--- config.mk ---
export PLATFORM = sky130hd
export DESIGN_NAME = dir_lookup
export DESIGN_NICKNAME = d
export VERILOG_FILES = /design/src/rtl/dir_lookup.sv
export SDC_FILE = /design/constraint.sdc
export NUM_CORES = 1
export LEC_CHECK = 0
export ABC_AREA = 1
export CORE_ASPECT_RATIO = 1.1
export CORE_MARGIN = 10
export CORE_UTILIZATION = 50
export DETAILED_ROUTE_END_ITERATION = 8
export GPL_TIMING_DRIVEN = 0
export PLACE_DENSITY = 0.69
export SLEW_MARGIN = 20
export SYNTH_ARGS = -nofsm -noshare
export SYNTH_HDL_FRONTEND = slang
export SYNTH_SLANG_ARGS = --single-unit
--- constraint.sdc ---
create_clock -name clk -period 2.4 [get_ports clk]
set_input_delay 0.24 -clock clk [delete_from_list [all_inputs] [get_ports clk]]
set_output_delay 0.24 -clock clk [all_outputs]
set_load 0.1 [all_outputs]
--- src/rtl/dir_lookup.sv ---
// Fully-associative directory table with a one-deep registered lookup result stage.
// Optional macro DIR_LOOKUP_FWD_EN forwards same-cycle updates into the lookup result.
module dir_lookup #(
  parameter int DEPTH      = 4,
  parameter int KEY_WIDTH  = 16,
  parameter int DEST_WIDTH = 8,
  parameter int NHOP_WIDTH = 3,
  parameter int TAG_WIDTH  = 16
) (
  input  logic                    clk,
  input  logic                    rst,
  input  logic                    lk_valid,
  output logic                    lk_ready,
  input  logic [KEY_WIDTH-1:0]    lk_key,
  input  logic [TAG_WIDTH-1:0]    lk_tag,
  output logic                    res_valid,
  input  logic                    res_ready,
  output logic                    res_hit,
  output logic [DEST_WIDTH-1:0]   res_dest,
  output logic [NHOP_WIDTH-1:0]   res_nhop,
  output logic [TAG_WIDTH-1:0]    res_tag,
  input  logic                    upd_valid,
  input  logic                    upd_op,
  input  logic [KEY_WIDTH-1:0]    upd_key,
  input  logic [DEST_WIDTH-1:0]   upd_dest,
  input  logic [NHOP_WIDTH-1:0]   upd_nhop,
  input  logic                    flush,
  output logic [$clog2(DEPTH):0]  occupancy,
  output logic                    full
);

  localparam int IDX_W = $clog2(DEPTH);
  localparam int OCC_W = IDX_W + 1;

  logic [DEPTH-1:0]      ent_valid;
  logic [KEY_WIDTH-1:0]  ent_key  [DEPTH];
  logic [DEST_WIDTH-1:0] ent_dest [DEPTH];
  logic [NHOP_WIDTH-1:0] ent_nhop [DEPTH];
  logic [IDX_W-1:0]      victim;

  logic                  lk_hit;
  logic [DEST_WIDTH-1:0] lk_dest;
  logic [NHOP_WIDTH-1:0] lk_nhop;
  logic                  upd_hit;
  logic [IDX_W-1:0]      upd_idx;
  logic [IDX_W-1:0]      free_idx;
  logic                  accept;

  assign lk_ready = !res_valid || res_ready;
  assign accept   = lk_valid && lk_ready;

  // Match logic always reads the table as it stands at the start of the cycle.
  always_comb begin
    lk_hit   = 1'b0;
    lk_dest  = '0;
    lk_nhop  = '0;
    upd_hit  = 1'b0;
    upd_idx  = '0;
    free_idx = '0;
    for (int i = 0; i < DEPTH; i++) begin
      if (ent_valid[i] && ent_key[i] == lk_key) begin
        lk_hit  = 1'b1;
        lk_dest = ent_dest[i];
        lk_nhop = ent_nhop[i];
      end
      if (ent_valid[i] && ent_key[i] == upd_key) begin
        upd_hit = 1'b1;
        upd_idx = IDX_W'(i);
      end
    end
    for (int i = DEPTH - 1; i >= 0; i--) begin
      if (!ent_valid[i]) free_idx = IDX_W'(i);
    end
`ifdef DIR_LOOKUP_FWD_EN
    if (flush) begin
      lk_hit  = 1'b0;
      lk_dest = '0;
      lk_nhop = '0;
    end else if (upd_valid && upd_key == lk_key) begin
      lk_hit  = !upd_op;
      lk_dest = upd_op ? '0 : upd_dest;
      lk_nhop = upd_op ? '0 : upd_nhop;
    end
`endif
  end

  always_ff @(posedge clk or negedge rst) begin
    if (!rst) begin
      ent_valid <= '0;
      victim    <= '0;
      occupancy <= '0;
      full      <= 1'b0;
      for (int i = 0; i < DEPTH; i++) begin
        ent_key[i]  <= '0;
        ent_dest[i] <= '0;
        ent_nhop[i] <= '0;
      end
    end else if (flush) begin
      ent_valid <= '0;
      occupancy <= '0;
      full      <= 1'b0;
    end else if (upd_valid) begin
      if (!upd_op) begin
        if (upd_hit) begin
          ent_dest[upd_idx] <= upd_dest;
          ent_nhop[upd_idx] <= upd_nhop;
        end else if (!full) begin
          ent_valid[free_idx] <= 1'b1;
          ent_key[free_idx]   <= upd_key;
          ent_dest[free_idx]  <= upd_dest;
          ent_nhop[free_idx]  <= upd_nhop;
          occupancy           <= occupancy + OCC_W'(1);
          full                <= (occupancy == OCC_W'(DEPTH - 1));
        end else begin
          // Round-robin replacement; the victim key cannot equal upd_key, so keys stay unique.
          ent_key[victim]  <= upd_key;
          ent_dest[victim] <= upd_dest;
          ent_nhop[victim] <= upd_nhop;
          victim           <= victim + IDX_W'(1);
        end
      end else if (upd_hit) begin
        ent_valid[upd_idx] <= 1'b0;
        occupancy          <= occupancy - OCC_W'(1);
        full               <= 1'b0;
      end
    end
  end

  always_ff @(posedge clk or negedge rst) begin
    if (!rst) begin
      res_valid <= 1'b0;
      res_hit   <= 1'b0;
      res_dest  <= '0;
      res_nhop  <= '0;
      res_tag   <= '0;
    end else if (accept) begin
      res_valid <= 1'b1;
      res_hit   <= lk_hit;
      res_dest  <= lk_dest;
      res_nhop  <= lk_nhop;
      res_tag   <= lk_tag;
    end else if (res_ready) begin
      res_valid <= 1'b0;
    end
  end

endmodule

==> metrics <==
Post-synth EDFFs=0; Top FF cell, synth=dfrtp_1; sw power=3.75 mW; DRT iter0 DRCs=756; Final nets=1,608; max_cap viols=0; initial antenna violation count=1; Reg-to-Reg Start=ent_valid[0]; Setup Skew=0.0162 ns; reg2reg end=ent_key[15]; CP max stage delay=0.60 ns; CTS tree=yes; Yosys top cell area share=39.0%; Hold Crit Class=input pin to flip-flop; Clock Tree Buf Depth=2; sw frac=41.0%; Routed wire per std cell=18.6 µm; Worst Path Required=2.72 ns; final-report setup violation count=0; most common cell after layout, fill and taps aside=nand2_1; final cell count without fillers=1,793; outcome=finished clean; CTS Root Cell=clkbuf_16; Final Hold Slack=0.270 ns; chip height=164 µm; # port buffers=95; Final HPWL DP=26,200 µm; full die area=0.0248 mm²; WHS Path Cells=3; post-CTS setup buffer count=0; GR Util met1=33.1%; flop-to-flop setup slack=0.11 ns; gr usage total=27.1%; Worst Tran Pin Value=1.01 ns; synthesized area=0.00944 mm²; chip width=151 µm; Cell Chain, Critical Path=clkdlybuf4s50_1, inv_2, nand2_1, nand2_1, nor2_1, and2_1, nand3_2, nand2_4, nor2_8, nand3_4, buf_4, nand2_1, o21ai_1; Worst Path Arrival=2.63 ns; Detailed Route WL=33,400 µm; CTS buffer count=17; Worst-Skew Late Latency=0.44 ns; clock transition at the registers of the reported paths=0.07 ns; row cnt=52; Synth Register Bits=147; largest net degree at the start of global routing=76; Power Density=801 mW/mm²; Hold EP=ent_key[47]; final hold vios=0; CP Max Fanout=10; slew margin rel.=32.3%; kind of end point of the critical path=flip-flop; Logic pwr share=32.3%; layout cells sized above 1=8.90%; top post-synthesis cells by area=dfrtp_1 (39%), nand2_1 (23%), nor2_1 (6.2%), inv_1 (5.2%), nand3_1 (3.6%); met3 Use GR=6.03%; CTS Sinks=147; number of H-tree levels=4; CP Buf/Inv Count=3; Cell Int Power=5.39 mW; static leakage=5.97 nW; Post-synth ARST share=100%; Initial Util=51.1%; global-route wire length before repair=51,500 µm; gp weighted congestion=0.987; Synth cell types=44; global route hottest layer=met2; Flop pwr share=37.8%; Remaining DRCs=0; met2 GRT Util=44.3%; area grow syn2layout=20.9%; Startpoint Class=input pin; min cycle time layout=2.31 ns; CP delay by family, top=buffers and inverters; RSZ-0062 raised after global routing=false; cell repeated most along the worst path=nand2_1; placed cells=1,760; number of global-route vias before repair=9,479; Vias=9,661; Setup TNS Final=0 ns; 1st-pass router iterations=6; Hold Startpoint=upd_key[15]; Max stage delay cell, worst path=clkdlybuf4s50_1; post-synthesis sequential area ratio=39.0%; Peak Freq=433 MHz; Pins Over Slew Limit=0; Peak VDD IR=0.000509 V; Avg Cell Area, Syn=6.64 µm²; worst reg-to-reg path cell count=12; Util after Layout=61.8%; critical setup path kind=input pin to flip-flop; area leader, netlist=dfrtp_1; most frequent cells in the layout=nand2_1 (583), nor2_1 (154), dfrtp_1 (146); Via density=5.39; final worst-path cycle share=96.2%; Yosys warning count=0; # IOs=100; grt ovf=0; Gate Count Post-Synth=1,421; Mapped Nets=1,492; clock power share=29.9%; CORE AREA=0.0185 mm²; antenna cells=0; antenna violation net count after detailed routing=0
[kinds of logic (layout without fill, tap and decap cells)]
kind of cell,count (synthesis),after routing,synth area share [%]
and+or+nand+nor,906,906,40.6
buffers and inverters,190,319,8.26
DFF,147,147,39.0
AOI/OAI and AO/OA,144,144,8.76
xor gates and xnor gates,29,29,2.69
adders and majority gates,5,5,0.742
[registers in the layout, indices dropped and copies added, names as in the netlist]
register / flops
ent_dest: 32
occupancy: 3
res_tag: 16
res_hit: 1
ent_nhop: 12
full: 1
res_valid: 1
res_nhop: 3
victim: 2
ent_valid: 4
ent_key: 64
res_dest: 8
[power groups by stage]
stage	sequential (mW)	clock (mW)	combinational [mW]
detailed placement	3.49	0	2.90
global route	3.53	2.86	3.30
floorplan	3.79	0	1.69
CTS	3.44	2.75	2.92
global placement	3.47	0	2.85
finish	3.46	2.73	2.96
[cell type report]
type	count	area (µm²)
clock inverter	15	176
inverter	148	556
buffer	42	239
tap	243	304
multi-input combinational	1084	5020
timing repair buffer	97	1020
fill	1777	7060
clock buffer	17	425
sequential	147	3680
[synth_stat cells, types with 3 or more instances]
library cell / count
inv_1: 131
buf_6: 3
buf_2: 23
nand2_1: 585
o21ai_0: 22
inv_2: 17
nand4_1: 44
o21ai_1: 59
xnor2_1: 8
nand3_1: 67
nand3b_1: 4
nor2_1: 156
nand2_2: 12
o21ai_2: 20
clkbuf_1: 11
buf_4: 4
ha_1: 4
o22ai_1: 3
dfrtp_1: 147
nor3_1: 16
nor3b_1: 3
xor2_1: 21
a21oi_1: 32
nand3_4: 4
nand2_4: 3
[worst register-to-register path, delay by kind of cell, from the launching register on]
| kind | cells | cell delay, ns |
|---|---|---|
| flip-flops | 1 | 0.36 |
| buffers and inverters | 3 | 0.73 |
| AND/OR/NAND/NOR | 7 | 0.96 |
| AO/OA/AOI/OAI | 2 | 0.13 |
[metal layers]
metal	part of all wire (%)	vias to the layer above
met3	7.2	98
met1	41	4475
met2	48	370
li1	-	4716
met4	4.2	2
met5	0.039	-
[worst max-delay path by stage]
stage,startpoint,end,cells past startpoint
after CTS,upd_key[2],ent_key[62],13
after floorplan,full,ent_key[52],6
final,upd_key[6],ent_key[15],13
after global routing,ent_valid[0],ent_key[14],12
after global placement,rst,res_valid,1
after detailed placement,upd_key[2],ent_key[15],14
[per-stage QoR]
| stage | total power [mW] | worst slack, ns | area (µm²) |
|---|---|---|---|
| final | 9.15 | 0.0902 | 11400 |
| after global routing | 9.69 | 0.0000417 | 11400 |
| after CTS | 9.11 | 0.0225 | 11400 |
| after detailed placement | 6.38 | -0.483 | 10700 |
| after global placement | 6.32 | -5.68 | 10700 |
| after floorplan | 5.48 | 0.190 | 9450 |
[what timing repair did]
| item | 4_1_cts | 5_1_grt |
|---|---|---|
| hold buffers | 1 | 0 |
| endpoints found under the setup margin | 24 | 123 |
| endpoints found under the hold margin | 74 | 0 |
| resized for setup | 4 | 20 |
| pin swaps | 0 | 0 |
No activity file was read; power rests on OpenSTA's default activity.
